==> src/rtl/elink_tx_pkg.sv <==
// Shared constants and state encoding for the e-link transmit frame scheduler.
package elink_tx_pkg;

   localparam logic [7:0] SOF_BYTE   = 8'h3C;
   localparam logic [7:0] EOF_BYTE   = 8'hDC;
   localparam logic [7:0] IDLE_BYTE  = 8'h55;
   localparam logic [7:0] ABORT_BYTE = 8'hFD;

   typedef enum logic [1:0] {
      IDLE = 2'd0,
      DATA = 2'd1,
      EOF  = 2'd2
   } state_e;

   function automatic logic [2:0] rr_next(input logic [2:0] g, input int n);
      return ((int'(g) + 1) >= n) ? 3'd0 : g + 3'd1;
   endfunction

endpackage

==> src/rtl/elink_tx_frame_scheduler_rr_arbiter.sv <==
// Round-robin first-valid search starting at rr_ptr_i, wrapping at N_REQ.
module rr_arbiter #(
   parameter int N_REQ = 4
) (
   input  logic [N_REQ-1:0] req_valid_i,
   input  logic [2:0]       rr_ptr_i,
   output logic [2:0]       grant_o,
   output logic             any_valid_o
);

   logic [7:0] valid_pad;
   logic [3:0] sum;

   assign valid_pad = 8'(req_valid_i);

   always_comb begin
      grant_o     = '0;
      any_valid_o = 1'b0;
      sum         = '0;
      for (int k = 0; k < N_REQ; k++) begin
         sum = {1'b0, rr_ptr_i} + 4'(k);
         if (sum >= 4'(N_REQ)) sum = sum - 4'(N_REQ);
         if (!any_valid_o && valid_pad[sum[2:0]]) begin
            any_valid_o = 1'b1;
            grant_o     = sum[2:0];
         end
      end
   end

endmodule

==> src/rtl/elink_tx_frame_scheduler.sv <==
// Frames round-robin requester byte streams (SOF/payload/EOF) onto a 2-bit
// LSB-first e-link; a new byte is chosen on every ser_cnt==3 boundary cycle.
module elink_tx_frame_scheduler
   import elink_tx_pkg::*;
#(
   parameter int N_REQ     = 4,
   parameter int STALL_MAX = 16
) (
   input  logic               clk_tx,
   input  logic               reset,
   input  logic               tx_enable,
   input  logic [N_REQ-1:0]   req_valid,
   input  logic [8*N_REQ-1:0] req_data,
   input  logic [N_REQ-1:0]   req_last,
   output logic [N_REQ-1:0]   req_ready,
   output logic [1:0]         tx_elink2bit,
   output logic [2:0]         grant_id,
   output logic               busy,
   output logic               frame_done,
   output logic               frame_abort
);

   localparam int SW = $clog2(STALL_MAX + 1);

   state_e          state_q, state_d;
   logic [1:0]      ser_cnt_q;
   logic [7:0]      shreg_q, shreg_d;
   logic [1:0]      tx_q;
   logic [2:0]      rr_ptr_q, rr_ptr_d;
   logic [2:0]      grant_q, grant_d;
   logic [SW-1:0]   stall_q, stall_d, stall_inc;
   logic            done_q, done_d;
   logic            abort_q, abort_d;

   logic [2:0]      arb_grant;
   logic            arb_any;
   logic [7:0]      valid_pad, last_pad;
   logic [63:0]     data_pad;
   logic            g_valid, g_last;
   logic [7:0]      g_data;
   logic            boundary;

   rr_arbiter #(.N_REQ(N_REQ)) u_arb (
      .req_valid_i (req_valid),
      .rr_ptr_i    (rr_ptr_q),
      .grant_o     (arb_grant),
      .any_valid_o (arb_any)
   );

   assign valid_pad = 8'(req_valid);
   assign last_pad  = 8'(req_last);
   assign data_pad  = 64'(req_data);
   assign g_valid   = valid_pad[grant_q];
   assign g_last    = last_pad[grant_q];
   assign g_data    = data_pad[{grant_q, 3'b000} +: 8];
   assign boundary  = (ser_cnt_q == 2'd3);
   assign stall_inc = stall_q + SW'(1);

   always_comb begin
      state_d   = state_q;
      shreg_d   = shreg_q;
      rr_ptr_d  = rr_ptr_q;
      grant_d   = grant_q;
      stall_d   = stall_q;
      done_d    = 1'b0;
      abort_d   = 1'b0;
      req_ready = '0;
      if (boundary) begin
         case (state_q)
            IDLE: begin
               if (tx_enable && arb_any) begin
                  grant_d = arb_grant;
                  shreg_d = SOF_BYTE;
                  stall_d = '0;
                  state_d = DATA;
               end else begin
                  shreg_d = IDLE_BYTE;
               end
            end
            DATA: begin
               if (g_valid) begin
                  for (int i = 0; i < N_REQ; i++) req_ready[i] = (grant_q == 3'(i));
                  shreg_d = g_data;
                  stall_d = '0;
                  if (g_last) state_d = EOF;
               end else if (stall_inc == SW'(STALL_MAX)) begin
                  // The slot that would be the STALL_MAX-th idle carries ABORT instead.
                  shreg_d  = ABORT_BYTE;
                  abort_d  = 1'b1;
                  rr_ptr_d = rr_next(grant_q, N_REQ);
                  stall_d  = '0;
                  state_d  = IDLE;
               end else begin
                  shreg_d = IDLE_BYTE;
                  stall_d = stall_inc;
               end
            end
            EOF: begin
               shreg_d  = EOF_BYTE;
               done_d   = 1'b1;
               rr_ptr_d = rr_next(grant_q, N_REQ);
               state_d  = IDLE;
            end
            default: state_d = IDLE;
         endcase
      end
   end

   always_ff @(posedge clk_tx) begin
      if (reset) begin
         state_q   <= IDLE;
         ser_cnt_q <= '0;
         shreg_q   <= IDLE_BYTE;
         tx_q      <= '0;
         rr_ptr_q  <= '0;
         grant_q   <= '0;
         stall_q   <= '0;
         done_q    <= 1'b0;
         abort_q   <= 1'b0;
      end else begin
         state_q   <= state_d;
         ser_cnt_q <= ser_cnt_q + 2'd1;
         shreg_q   <= shreg_d;
         tx_q      <= shreg_q[{ser_cnt_q, 1'b0} +: 2];
         rr_ptr_q  <= rr_ptr_d;
         grant_q   <= grant_d;
         stall_q   <= stall_d;
         done_q    <= done_d;
         abort_q   <= abort_d;
      end
   end

   assign tx_elink2bit = tx_q;
   assign grant_id     = grant_q;
   assign busy         = (state_q != IDLE);
   assign frame_done   = done_q;
   assign frame_abort  = abort_q;

endmodule

==> config.mk <==
export PLATFORM = sky130hd
export DESIGN_NAME = elink_tx_frame_scheduler
export DESIGN_NICKNAME = d
export VERILOG_FILES = /design/src/rtl/elink_tx_pkg.sv /design/src/rtl/elink_tx_frame_scheduler_rr_arbiter.sv /design/src/rtl/elink_tx_frame_scheduler.sv
export SDC_FILE = /design/constraint.sdc
export NUM_CORES = 1
export LEC_CHECK = 0
export CORE_ASPECT_RATIO = 1.2
export CORE_UTILIZATION = 44
export DETAILED_ROUTE_END_ITERATION = 6
export PLACE_DENSITY_LB_ADDON = 0.25
export SETUP_SLACK_MARGIN = 0.15
export SLEW_MARGIN = 15
export SYNTH_ARGS = -nofsm -noshare
export SYNTH_HDL_FRONTEND = slang
export SYNTH_SLANG_ARGS = --single-unit
==> constraint.sdc <==
create_clock -name clk_tx -period 2.6 [get_ports clk_tx]
set_clock_uncertainty 0.2 [all_clocks]
set_input_delay 0.52 -clock clk_tx [delete_from_list [all_inputs] [get_ports clk_tx]]
set_output_delay 0.52 -clock clk_tx [all_outputs]
set_load 0.02 [all_outputs]
==> flow_summary.yaml, run 1 <==
status:
  status: "finished, violations left"
  violations: "DRC"
die:
  rows: 27
  core_sq_um: 4560
  start_util_pct: 45.4
  ioPinCount: 55
  die-area_sq_um: 4990
  die_h_microns: 77.2
  die_w_microns: 64.6
critical_path:
  reg2reg_depth: 10
  crit_path_cell_trace: "inv_4, ha_4, mux2_4, a32o_2, a221oi_4, buf_6, buf_6, a21boi_4, o221ai_2, a21oi_1"
  reg2reg_to: "shreg_q[3]"
  end_kind: "flip-flop"
  reg2reg_from: "rr_ptr_q[0]"
  cp_data_required_time_ns: 2.57
  crit_path_start: "rr_ptr_q[0]"
  r2r_slack_ns: 0.11
  path_max_fanout: 5
  slowest_stage: "dfxtp_4"
  worstPathArrival_ns: 2.46
  critPathMostFrequentCell: "buf_6"
  cp-start-kind: "flip-flop"
  slowest_delay_ns: 0.38
  crit_type: "flip-flop to flip-flop"
drt:
  drt-initial-drc-count: 82
  drt-pass1-iter-count: 6
  routed_wl_microns: 5620
  vias: 2055
  viasPerCell: 5.61
  drc: 2
  routedWlPerCell_microns: 15.4
  antenna_left: 0
timing:
  report.final.slew_viol_count: 0
  setup_viol: 0
  hold_viol_final: 0
  fin_tns_setup_ns: 0
  min_period_ns: 2.49
  rsz0062_at_grt: "true"
  timing.final.ws_setup_ns: 0.111
  max_freq_mhz: 402
  period_share_pct: 95.7
  worst_slew_pin_slew_ns: 0.464
  whs_ns: 0.263
  slew_headroom_pct: 69.0
pwr:
  p_leak_nw: 1.19
  report.power.total_mw: 0.911
  vdd_drop_max_mv: 0.191
  p_per_area_nw_per_um2: 291
place:
  gp_congestion: 0.807
  post_dp_cell_area_sq_um: 2840
  placedCellCount: 346
  io_buffer_count: 54
  place_ws_ns: -0.515
  place_hpwl_microns: 4220
clocking:
  postCtsHoldBufs: 0
  cts_root_buffer: "clkbuf_8"
  h-tree-depth: 1
  clock_sinks: 27
  cts_made_buffers: 3
  cts_tree: "done"
  clkSlewWorstSetupHoldPaths_ns: 0.09
  clk_latency_ns: 0.27
  ctsLongestPathBuffers: 2
global_routing:
  grt_overflow_total: 0
  antenna_found_initial: 0
  grt_pass1_wl_microns: 8870
  grt_pass1_vias: 2028
  grt_max_degree: 17
  grtUsageTotal_pct: 22.6
worst_hold_path:
  hold_depth: 2
  min_from: "shreg_q[7]"
  holdPathEnd: "shreg_q[7]"
  hp-class: "flip-flop to flip-flop"
finish:
  layout-drive-gt1-share_pct: 31.5
  layout.nets: 365
  fin_util_pct: 68.7
  fillCellCount: 350
  instances_no_fill: 366
  area_growth_syn_to_layout_pct: 51.1
  n_antenna_cell: 0
  fin_area_sq_um: 3130
synthesis:
  synthTopCellsByArea: "dfxtp_1 (26%), mux4_2 (13%), ha_1 (7.9%)"
  async_flop_share_pct: 0
  yosysUniqueCellTypes: 53
  synth_top_cell_area_share_pct: 26.1
  synth_edf_count: 0
  syn_area_sq_um: 2070
  syn_area_per_cell_sq_um: 9.42
  seq_area_frac_synth_pct: 26.1
  ys_ff_latch: 27
  synth_top_cell_by_area: "dfxtp_1"
  yosys_warnings: 0
  syn_inst: 220
  synth_nets: 276
  ys.flop_type: "dfxtp_1"
job:
  maxCapViolations: 0
report_power, final:
group          total, mW  internal, mW  switching (mW)
Clock              0.242         0.110           0.132
Sequential         0.427         0.421         0.00588
Combinational      0.242         0.144          0.0981
Total              0.911         0.675           0.236
how the worst max path moves through the flow:
stage	cells after the start	slack [ns]	to
5_1_grt	10	0.01	grant_id[0]
4_1_cts	8	0.11	stall_q[3]
2_1_floorplan	10	0.07	stall_q[2]
3_3_place_gp	5	-0.50	req_ready[3]
3_5_place_dp	5	-0.51	req_ready[1]
6_report	10	0.11	shreg_q[3]
critical path, delay by kind of cell (launching register included):
kind,cells,cell delay [ns]
flip-flops,1,0.38
adder cells (fa/ha/maj),1,0.31
AO/OA/AOI/OAI,5,0.86
multiplexers,1,0.32
buffers and inverters,3,0.29
placed cells by master (no fill, tap or decap), drive strengths merged, types with 3 or more instances in the layout:
cell           Yosys  routed
inv               14      14
clkdlybuf4s50      0      45
clkbuf             6       4
mux4              12      12
a21oi             12      12
mux2i              8       8
nor2b              7       7
nor2              15      15
a21boi             5       6
and2               3       3
nand2b             8       8
dfxtp             27      27
o21ai              6       6
nand3              3       3
ha                13      13
a211oi             4       4
a31oi              3       3
and4               4       4
buf                6      45
clkdlybuf4s15      0       4
mux2               4       4
nand2             19      19
nor3               5       5
per-layer routing:
metal / share of wire (%) / GRT usage, % / up-vias
li1: - / - / 997
met1: 41 / 26.7 / 992
met2: 54 / 40.8 / 53
met3: 3.4 / 3.27 / 13
met4: 1.7 / 7.56 / 0
met5: 0 / 0 / -
area by class of cell:
type	count	area (sq um)	share of cell area, %
repair buffers	95	867	27.7
inverters	14	57.6	1.84
well taps	58	72.6	2.32
flip-flops and latches	27	547	17.5
multi-input cells	168	1540	49.3
clock buffers	4	45.0	1.44
repair_timing:
action                     in CTS  in global routing
hold endpoints to repair        0                  0
setup buffers                   4                 11
cloned                          0                  1
pin swaps                      12                 19
gates resized for setup        40                 17
setup endpoints to repair      17                 16
synthesized netlist by cell type, types with 3 or more instances:
cell and count:
a211oi_1 4, a21boi_0 3, a21oi_1 12, a31oi_1 3
and2_1 3, and4_1 4, buf_6 3, clkbuf_1 6
dfxtp_1 27, ha_1 13, inv_1 14, mux2_2 3
mux2i_1 8, mux4_2 12, nand2_1 17, nand2b_1 8
nand3_1 3, nor2_1 15, nor2b_1 7, nor3_1 5
o21ai_0 6
flip-flops by register name (all words and copies together) (netlist names):
register and count:
shreg_q 8, stall_q 5, grant_id 3, rr_ptr_q 3, ser_cnt_q 2, state_q 2
tx_elink2bit 2, frame_abort 1, frame_done 1
cell families (layout without fill, tap and decap cells):
family	count (synthesis)	count (layout)	share of synthesized area (%)
AOI/OAI and AO/OA	53	54	20.6
adders and majority gates	13	13	7.85
buffers and inverters	26	113	5.92
DFF	27	27	26.1
muxes	24	24	19.3
and+or+nand+nor	77	77	20.3
Note: power is estimated with default switching activity, not from simulation.
==> run 2: changes to the inputs <==
--- a/config.mk
+++ b/config.mk
@@ -6,6 +6,7 @@
 export NUM_CORES = 1
 export LEC_CHECK = 0
 export CORE_ASPECT_RATIO = 1.2
+export CORE_MARGIN = 5
 export CORE_UTILIZATION = 44
 export DETAILED_ROUTE_END_ITERATION = 6
 export PLACE_DENSITY_LB_ADDON = 0.25
==> run 2 against run 1 <==
  * The flow now finishes without violations
  * Core utilization down 3.4 points
  * Sequential share of layout area up 0.77 points
  * Count of clock-buffer cells in the layout down 1
  * Worst setup slack worse by 0.077 ns
  * Sequential cell count unchanged
  * Critical path type unchanged
  * Critical endpoint is now stall_q[3]
  * Largest power group unchanged
==> flow_summary.yaml, run 2 (same netlist as run 1, synthesis figures left out) <==
status:
  status: "completed"
finish:
  area_growth_syn_to_layout_pct: 44.7
  fillCellCount: 408
  fin_area_sq_um: 3000
  n_antenna_cell: 0
  layout.nets: 352
  layout-drive-gt1-share_pct: 25.8
  largest_registers: "shreg_q: 8 flops, stall_q: 5 flops"
  largest_reg_flops: 8
  layout_common_cells: "clkdlybuf4s50_1 (45), buf_4 (25), dfxtp_1 (24), nand2_1 (17), nor2_1 (15)"
  top_register: "shreg_q"
  layout_commonest_cell: "clkdlybuf4s50_1"
drt:
  viasPerCell: 5.52
  routedWlPerCell_microns: 15.4
  drt-initial-drc-count: 125
  drt-pass1-iter-count: 4
  drc: 0
  antenna_left: 0
  routed_wl_microns: 5440
  vias: 1949
worst_hold_path:
  hold_depth: 2
  holdPathEnd: "shreg_q[7]"
  hp-class: "flip-flop to flip-flop"
  min_from: "shreg_q[7]"
die:
  start_util_pct: 45.1
  die_w_microns: 72.6
  die-area_sq_um: 6190
  rows: 27
  ioPinCount: 55
  core_sq_um: 4590
  die_h_microns: 85.2
timing:
  setup_viol: 0
  whs_ns: 0.260
  worst_slew_pin_slew_ns: 0.529
  min_period_ns: 2.57
  hold_viol_final: 0
  slew_headroom_pct: 64.6
  max_freq_mhz: 390
  rsz0062_at_grt: "true"
  report.final.slew_viol_count: 0
  timing.final.ws_setup_ns: 0.0337
  period_share_pct: 98.7
  fin_tns_setup_ns: 0
critical_path:
  cp_data_required_time_ns: 2.59
  slowest_delay_ns: 0.38
  crit_type: "flip-flop to flip-flop"
  reg2reg_from: "rr_ptr_q[0]"
  worstPathArrival_ns: 2.56
  reg2reg_depth: 9
  reg2reg_to: "stall_q[3]"
  slowest_stage: "dfxtp_4"
  path_max_fanout: 7
  r2r_slack_ns: 0.03
  cp-start-kind: "flip-flop"
  end_kind: "flip-flop"
  crit_path_cell_trace: "inv_4, ha_4, mux2_4, a32o_2, a221oi_4, a311oi_4, buf_6, a21boi_4, o32ai_2"
global_routing:
  busiest_layer: "met2"
  grt_pass1_wl_microns: 9180
  grt_use_met3_pct: 3.67
  grt_pass1_vias: 2008
  antenna_found_initial: 0
  grt.met1_usage_pct: 23.4
  grtUsageTotal_pct: 18.3
  grt_max_degree: 17
  use_met2_pct: 31.3
  grt_overflow_total: 0
clocking:
  cts_tree: "done"
  ctsLongestPathBuffers: 2
  clkSlewWorstSetupHoldPaths_ns: 0.10
  cts_made_buffers: 3
  h-tree-depth: 1
  clock_sinks: 27
  cts_root_buffer: "clkbuf_8"
  clk_latency_ns: 0.28
pwr:
  p_per_area_nw_per_um2: 300
  report.power.total_mw: 0.900
  p_leak_nw: 1.12
  vdd_drop_max_mv: 0.247
place:
  place_hpwl_microns: 4260
  post_dp_cell_area_sq_um: 2830
  place_ws_ns: -0.514
  io_buffer_count: 54
  gp_congestion: 0.817
job:
  maxCapViolations: 0
-- run 2: cell count changes in the layout (fill, tap and decap cells not counted), moves of 2 or more --
cell,before,now
o221ai_2,2,0
buf_12,0,2
buf_4,38,25
o21ai_1,0,2
a211oi_2,3,1
a211oi_1,1,3
o221ai_1,0,2
-- run 2: repair_timing --
action / CTS / global route
endpoints found under the setup margin: 17 / 16
hold buffers: 0 / 0
cloned: 0 / 1
resized for setup: 37 / 8
setup buffers: 2 / 4
pin swaps: 6 / 9
-- run 2: worst max-delay path by stage --
stage | end | slack (ns) | cells after the start | start
after detailed placement | req_ready[2] | -0.51 | 5 | req_valid[2]
after global placement | req_ready[0] | -0.48 | 5 | req_valid[3]
after global routing | stall_q[3] | -0.09 | 9 | rr_ptr_q[0]
final | stall_q[3] | 0.03 | 9 | rr_ptr_q[0]
after CTS | stall_q[3] | 0.09 | 8 | rr_ptr_q[0]
after floorplan | stall_q[2] | 0.07 | 10 | rr_ptr_q[0]
-- run 2: area by class of cell --
class	instances	area, sq um	share of cell area, %
multi-input combinational	168	1490	49.8
timing repair buffer	82	783	26.1
sequential	27	547	18.2
tap	58	72.6	2.42
inverter	14	55.1	1.84
clock buffer	3	41.3	1.38
clock inverter	1	6.26	0.209
-- run 2: critical path: cells and delay by family, from the launching register on --
family | cells | cell delay [ns]
multiplexers | 1 | 0.31
AO/OA/AOI/OAI | 5 | 1.07
flip-flops | 1 | 0.38
buffers and inverters | 2 | 0.20
adder cells (fa/ha/maj) | 1 | 0.31
-- run 2: routing by layer --
layer  up-vias  wire [microns]
met2        56            2760
met5         -               0
li1        971               -
met4         0              63
met1       916            2340
met3         6             283
-- run 2: stage by stage --
step / cells / util, %
2_1_floorplan: 220 / -
3_3_place_gp: 342 / 61.7
3_5_place_dp: 342 / 61.7
4_1_cts: 348 / 63.6
5_1_grt: 353 / 65.3
6_report: 353 / 65.3
-- run 2: power by group --
group	switching [mW]	internal (mW)
Clock	0.139	0.110
Combinational	0.0898	0.134
Sequential	0.00713	0.421
Total	0.235	0.665
